<file path="src/rtl/ov5640_pkg.sv">
// Shared types and constants for the OV5640-style DVP transmitter.
// Holds the frame-timing state encoding and the RGB565 byte-order helpers.
package ov5640_pkg;

  typedef enum logic [2:0] {
    IDLE,
    VSYNC,
    VBACK,
    ACTIVE,
    HBLANK,
    VFRONT
  } dvp_tx_state_t;

  // The sensor sends the high byte of each RGB565 pixel first
  localparam logic BYTE_HI = 1'b0;
  localparam logic BYTE_LO = 1'b1;

  function automatic logic [7:0] rgb565_byte(input logic [15:0] px, input logic phase);
    return (phase == BYTE_LO) ? px[7:0] : px[15:8];
  endfunction

  function automatic int max2(input int a, input int b);
    return (a > b) ? a : b;
  endfunction

endpackage

</file>
<file path="src/rtl/ov5640_dvp_timing.sv">
// Frame/line timing generator for the DVP transmitter: state machine, counters,
// registered vsync/href/byte phase and the pixel fetch strobe for the stream side.
module ov5640_dvp_timing
  import ov5640_pkg::*;
#(
  parameter int H_ACTIVE   = 640,
  parameter int V_ACTIVE   = 480,
  parameter int H_BLANK    = 64,
  parameter int VSYNC_LEN  = 16,
  parameter int VBACK_LEN  = 32,
  parameter int VFRONT_LEN = 32
) (
  input  logic clk,
  input  logic rst,
  input  logic enable,
  output logic vsync,
  output logic href,
  output logic byte_phase,
  output logic fetch,
  output logic fetch_first,
  output logic fetch_last,
  output logic resync,
  output logic frame_done
);

  localparam int HSPAN = 2 * H_ACTIVE + H_BLANK;
  localparam int HW    = (HSPAN > 1) ? $clog2(HSPAN) : 1;
  localparam int VW    = (V_ACTIVE > 1) ? $clog2(V_ACTIVE) : 1;
  localparam int BMAX  = max2(max2(VSYNC_LEN, VBACK_LEN), max2(VFRONT_LEN, H_BLANK));
  localparam int BW    = (BMAX > 1) ? $clog2(BMAX) : 1;

  localparam logic [HW-1:0] H_LAST   = HW'(2 * H_ACTIVE - 1);
  localparam logic [HW-1:0] H_LASTPX = HW'(2 * H_ACTIVE - 2);
  localparam logic [VW-1:0] V_LAST   = VW'(V_ACTIVE - 1);
  localparam logic [BW-1:0] VS_LAST  = BW'(VSYNC_LEN - 1);
  localparam logic [BW-1:0] VB_LAST  = BW'(VBACK_LEN - 1);
  localparam logic [BW-1:0] HB_LAST  = BW'(H_BLANK - 1);
  localparam logic [BW-1:0] VF_LAST  = BW'(VFRONT_LEN - 1);

  dvp_tx_state_t   state, state_n;
  logic [HW-1:0]   h_cnt, h_n;
  logic [VW-1:0]   v_cnt, v_n;
  logic [BW-1:0]   b_cnt, b_n;

  always_comb begin
    state_n    = state;
    h_n        = h_cnt;
    v_n        = v_cnt;
    b_n        = b_cnt;
    frame_done = 1'b0;
    unique case (state)
      IDLE: begin
        v_n = '0;
        if (enable) begin
          state_n = VSYNC;
          b_n     = '0;
        end
      end
      VSYNC: begin
        if (b_cnt == VS_LAST) begin
          state_n = VBACK;
          b_n     = '0;
        end else begin
          b_n = b_cnt + 1'b1;
        end
      end
      VBACK: begin
        if (b_cnt == VB_LAST) begin
          state_n = ACTIVE;
          h_n     = '0;
          v_n     = '0;
        end else begin
          b_n = b_cnt + 1'b1;
        end
      end
      ACTIVE: begin
        if (h_cnt == H_LAST) begin
          state_n = HBLANK;
          b_n     = '0;
        end else begin
          h_n = h_cnt + 1'b1;
        end
      end
      HBLANK: begin
        if (b_cnt == HB_LAST) begin
          if (v_cnt == V_LAST) begin
            state_n = VFRONT;
            b_n     = '0;
          end else begin
            state_n = ACTIVE;
            h_n     = '0;
            v_n     = v_cnt + 1'b1;
          end
        end else begin
          b_n = b_cnt + 1'b1;
        end
      end
      VFRONT: begin
        if (b_cnt == VF_LAST) begin
          frame_done = 1'b1;
          b_n        = '0;
          state_n    = enable ? VSYNC : IDLE;
        end else begin
          b_n = b_cnt + 1'b1;
        end
      end
      default: state_n = IDLE;
    endcase
  end

  // A pixel is fetched one cycle ahead of its high byte so the byte lands in a register
  assign fetch       = (state_n == ACTIVE) && !h_n[0];
  assign fetch_first = fetch && (h_n == '0) && (v_n == '0);
  assign fetch_last  = fetch && (h_n == H_LASTPX);
  // Stray beats are flushed from vsync up to (not including) the first pixel fetch
  assign resync      = (state == VSYNC) || ((state == VBACK) && !fetch);

  always_ff @(posedge clk or posedge rst) begin
    if (rst) begin
      state      <= IDLE;
      h_cnt      <= '0;
      v_cnt      <= '0;
      b_cnt      <= '0;
      vsync      <= 1'b0;
      href       <= 1'b0;
      byte_phase <= 1'b0;
    end else begin
      state      <= state_n;
      h_cnt      <= h_n;
      v_cnt      <= v_n;
      b_cnt      <= b_n;
      vsync      <= (state_n == VSYNC);
      href       <= (state_n == ACTIVE);
      byte_phase <= (state_n == ACTIVE) && h_n[0];
    end
  end

endmodule

</file>
<file path="src/rtl/ov5640_dvp_tx.sv">
// OV5640-style DVP transmitter: AXI4-Stream RGB565 in, vsync/href/8-bit bytes out.
// Timing never waits for the stream; missing pixels go out as zeros and set underflow.
module ov5640_dvp_tx
  import ov5640_pkg::*;
#(
  parameter int H_ACTIVE   = 640,
  parameter int V_ACTIVE   = 480,
  parameter int H_BLANK    = 64,
  parameter int VSYNC_LEN  = 16,
  parameter int VBACK_LEN  = 32,
  parameter int VFRONT_LEN = 32
) (
  input  logic        clk,
  input  logic        rst,
  input  logic        enable,
  input  logic [15:0] s_axis_tdata,
  input  logic        s_axis_tvalid,
  output logic        s_axis_tready,
  input  logic        s_axis_tuser,
  input  logic        s_axis_tlast,
  output logic        cam_vsync,
  output logic        cam_href,
  output logic [7:0]  cam_data,
  output logic        underflow,
  output logic        sync_err,
  output logic [15:0] frame_cnt
);

  logic       byte_phase;
  logic       fetch;
  logic       fetch_first;
  logic       fetch_last;
  logic       resync;
  logic       frame_done;
  logic       take;
  logic       discard;
  logic       pos_err;
  logic [7:0] lo_q;

  ov5640_dvp_timing #(
    .H_ACTIVE   (H_ACTIVE),
    .V_ACTIVE   (V_ACTIVE),
    .H_BLANK    (H_BLANK),
    .VSYNC_LEN  (VSYNC_LEN),
    .VBACK_LEN  (VBACK_LEN),
    .VFRONT_LEN (VFRONT_LEN)
  ) u_timing (
    .clk         (clk),
    .rst         (rst),
    .enable      (enable),
    .vsync       (cam_vsync),
    .href        (cam_href),
    .byte_phase  (byte_phase),
    .fetch       (fetch),
    .fetch_first (fetch_first),
    .fetch_last  (fetch_last),
    .resync      (resync),
    .frame_done  (frame_done)
  );

  // During resync a start-of-frame beat is held back rather than swallowed
  assign s_axis_tready = fetch || (resync && !s_axis_tuser);
  assign take          = fetch && s_axis_tvalid;
  assign discard       = resync && s_axis_tvalid && !s_axis_tuser;
  assign pos_err       = take && ((s_axis_tuser && !fetch_first) || (s_axis_tlast != fetch_last));

  always_ff @(posedge clk or posedge rst) begin
    if (rst) begin
      cam_data  <= '0;
      lo_q      <= '0;
      underflow <= 1'b0;
      sync_err  <= 1'b0;
      frame_cnt <= '0;
    end else begin
      if (fetch) begin
        cam_data <= take ? rgb565_byte(s_axis_tdata, BYTE_HI) : 8'h00;
        lo_q     <= take ? rgb565_byte(s_axis_tdata, BYTE_LO) : 8'h00;
      end else if (cam_href && (byte_phase == BYTE_HI)) begin
        cam_data <= lo_q;
      end else begin
        cam_data <= 8'h00;
      end
      if (fetch && !s_axis_tvalid) underflow <= 1'b1;
      if (discard || pos_err)      sync_err  <= 1'b1;
      if (frame_done)              frame_cnt <= frame_cnt + 16'd1;
    end
  end

endmodule

</file>
<file path="config.mk">
export PLATFORM = sky130hd
export DESIGN_NAME = ov5640_dvp_tx
export DESIGN_NICKNAME = d
export VERILOG_FILES = /design/src/rtl/ov5640_pkg.sv /design/src/rtl/ov5640_dvp_timing.sv /design/src/rtl/ov5640_dvp_tx.sv
export SDC_FILE = /design/constraint.sdc
export NUM_CORES = 1
export LEC_CHECK = 0
export ABC_AREA = 1
export CAP_MARGIN = 5
export CORE_AREA = 2 2 106 108
export DETAILED_ROUTE_END_ITERATION = 8
export DIE_AREA = 0 0 108 110
export SLEW_MARGIN = 20
export SYNTH_ARGS = -nofsm -noshare
export SYNTH_HDL_FRONTEND = slang
export SYNTH_HIERARCHICAL = 1
export SYNTH_SLANG_ARGS = --single-unit
export TNS_END_PERCENT = 100
</file>
<file path="constraint.sdc">
create_clock -name clk -period 2.3 [get_ports clk]
set_input_delay 0.46 -clock clk [delete_from_list [all_inputs] [get_ports clk]]
set_output_delay 0.46 -clock clk [all_outputs]
set_load 0.1 [all_outputs]
</file>
==> results.json <==
{
  "worstPathMaxFanout": 4,
  "die_w_um": 108,
  "p_leak_uw": 0.00243,
  "arrival_ns": 2.03,
  "antenna_found_initial": 0,
  "hold_violations": 0,
  "drtIter0Drc": 206,
  "drv_cap": 0,
  "rr_startpoint": "u_timing/b_cnt[0]",
  "hpwl_mm": 6.95,
  "avgViaCountPerCell": 4.78,
  "drive_gt1_share_pct": 24.2,
  "io_buffers": 50,
  "synth_area_mm2": 0.00371,
  "synth_enable_flop_cells": 0,
  "ys_types": 41,
  "p_int_uw": 2370,
  "die_h_um": 110,
  "totalPowerFinal_uw": 3890,
  "setup_viol": 2,
  "clock-sinks": 66,
  "syn_avg_cell_area_um2": 7.66,
  "power_density_mw_per_mm2": 788,
  "clock_power_share_pct": 25.5,
  "ys_seq_elements": 66,
  "fin_crit_ns": 2.49,
  "rsz0062_at_grt": "yes",
  "fin_ws_ns": -0.186,
  "min_period_over_period_pct": 108,
  "synth.yosys.seq_area_share_pct": 44.6,
  "drt-wirelength-per-cell_um": 12.7,
  "run_status": "complete, but fails checks",
  "ctsHoldBuffers": 0,
  "synth_nets": 510,
  "clkTransAtPathRegs_ns": 0.08,
  "root_buffer": "clkbuf_8",
  "numCtsBuffers": 9,
  "slew_viol_final": 0,
  "grt.total_usage_pct": 16.5,
  "place_area_mm2": 0.00452,
  "p_comb_share_pct": 37.7,
  "area_growth_pct": 33.1,
  "route.detailed.drc": 0,
  "wirelength_mm": 9.24,
  "grt_pass1_wl_mm": 15.4,
  "ys_warn_count": 6,
  "syn_inst": 484,
  "p_switching_uw": 1510,
  "startpoint_type": "flip-flop",
  "cts_htree_levels": 3,
  "tightest_slew_ns": 0.423,
  "hp-class": "primary input to async pin",
  "n_antenna_cell": 0,
  "p_seq_share_pct": 36.9,
  "pre_cts_slack_ns": -0.00341,
  "postLayoutCellArea_mm2": 0.00493,
  "timing.critical_path.to_type": "output port",
  "n_fill_cell": 1074,
  "initial_core_util_pct": 34.6,
  "via_count": 3490,
  "critPathLaunch": "u_timing/h_cnt[0]",
  "max_freq_mhz": 402,
  "overflow": 0,
  "clock_latency_ns": 0.34,
  "finalNetCount": 611,
  "synth_ff_type": "dfrtp_1",
  "grt_pass1_vias": 3324,
  "worstSetupPathType": "flip-flop to output port",
  "slew_headroom_pct": 71.8,
  "cp.required_ns": 1.84,
  "p_sw_share_pct": 38.9,
  "place.gp.congestion": 0.888,
  "reg2reg_depth": 18,
  "ios": 51,
  "violations": "negative setup slack",
  "async_reset_ff_share_pct": 100,
  "postLayoutCoreUtil_pct": 46.1,
  "grt_max_degree": 33,
  "drtAntennaViolNets": 0,
  "cts_tree": "done",
  "dieArea_mm2": 0.0119,
  "irDropWorstVdd_mv": 0.443,
  "core_mm2": 0.0107,
  "std_cell_rows": 38,
  "skew_ns": 0.00745,
  "ctsLongestPathBuffers": 2,
  "drtPass1Iterations": 7
}
worst max-delay path: stages (launching register included):
cell,delay [ns]
dfrtp_1,0.38
ha_2,0.21
nand2_2,0.07
nor2_4,0.13
nand2_2,0.07
nor2_1,0.09
nand2_1,0.11
nand3_4,0.13
nand2_2,0.06
nand2_2,0.08
nor2_4,0.04
inv_2,0.09
nand2_8,0.05
buf_12,0.16
cell usage after synthesis (2+ instances only):
cell type | count | area, um2
nand4_1 | 9 | 56.3
xnor2_1 | 8 | 70.1
dfrtp_1 | 66 | 1650
a31oi_1 | 2 | 12.5
inv_2 | 3 | 11.3
nand3_2 | 4 | 40.0
or2_2 | 2 | 12.5
nor2_2 | 10 | 62.6
a21oi_1 | 11 | 55.1
nand3_1 | 37 | 185
nand2_4 | 3 | 33.8
nor2_1 | 45 | 169
nand2_1 | 133 | 499
o21ai_0 | 23 | 115
nand3b_1 | 2 | 15.0
xor2_1 | 2 | 17.5
inv_1 | 72 | 270
o2111ai_1 | 2 | 17.5
o21ai_1 | 3 | 15.0
nand2_2 | 5 | 31.3
o21bai_1 | 5 | 37.5
nor3_1 | 5 | 25.0
nor2_4 | 5 | 56.3
o31ai_1 | 6 | 45.0
buf_2 | 2 | 10.0
ha_1 | 4 | 50.1
metal layers:
metal	vias up	track usage (%)	share of wire, %
met5	-	0	0
met1	1638	21.3	45
met2	91	27.4	49
met3	16	3.53	4.6
met4	0	5.86	1.6
li1	1745	-	-
cell usage in the layout (no fill, tap or decap), types with 2 or more instances in the layout:
cell,count
nand3_1,37
nor2_1,42
a31oi_1,2
a21oi_1,11
or2_2,2
ha_2,2
clkbuf_8,10
xor2_1,2
clkinvlp_4,3
buf_12,2
o2111ai_1,2
nor3_1,5
o21ai_1,3
nand4_1,9
nand2_1,127
nand3_2,3
nand2_2,10
nand3_4,2
o21ai_0,22
o21bai_1,5
nand3b_1,2
inv_1,70
o31ai_1,6
nor2_4,8
inv_2,5
nand2_4,3
clkdlybuf4s50_1,21
dfrtp_1,65
nor2_2,10
xnor2_1,8
buf_4,70
logic make-up after synthesis:
group	synth area share, %
and+or+nand+nor	34.0
xor gates and xnor gates	2.36
adders and majority gates	1.35
muxes	0.304
DFF	44.6
buffers and inverters	8.27
AOI/OAI and AO/OA	9.15
power groups by stage:
stage                     sequential, uW  combinational, uW  clock (uW)
after CTS                           1430               1450        1030
after global placement              1430               1330           0
after detailed placement            1440               1350           0
final                               1430               1460         990
after floorplan                     1740                606           0
after global routing                1450               1600        1080
state kept, by name, indices dropped and copies added (netlist names):
name                 flops
frame_cnt               16
u_timing/h_cnt          11
u_timing/v_cnt           9
cam_data                 8
lo_q                     8
u_timing/b_cnt           6
u_timing/state           3
sync_err                 1
u_timing/byte_phase      1
u_timing/href            1
u_timing/vsync           1
underflow                1
per-stage QoR:
step | std cells | setup TNS (ns) | hold WS (ns)
after CTS | 728 | -0.271 | 0.364
after detailed placement | 697 | -0.00432 | 0.457
after global routing | 730 | -0.638 | 0.400
after global placement | 697 | 0 | 0.454
after floorplan | 484 | 0 | 0.439
final | 730 | -0.264 | 0.381
layout make-up:
cell class              instances  area (um2)  share of cell area, %
well taps                     140         175                   3.55
repair buffers                 94         787                   16.0
flip-flops and latches         66        1650                   33.5
multi-input cells             338        1830                   37.1
inverters                      76         285                   5.78
clock inverters                 6        66.3                   1.34
clock buffers                  10         138                   2.79
final timing paths:
kind | endpoint | slack (ns)
worst max-delay path | s_axis_tready | -0.19
worst min-delay path | frame_cnt[4] | 0.38
worst max register to register | sync_err | -0.08
worst min register to register | lo_q[0] | 0.47
max in group asynchronous | lo_q[0] | 1.27
min in group clk | lo_q[0] | 0.47
repair_timing:
action | CTS | global route
setup buffers | 15 | 2
endpoints found under the setup margin | 2 | 16
hold endpoints to repair | 0 | 0
gates resized for setup | 15 | 6
pin swaps | 11 | 6
(Power assumes the default switching activity.)
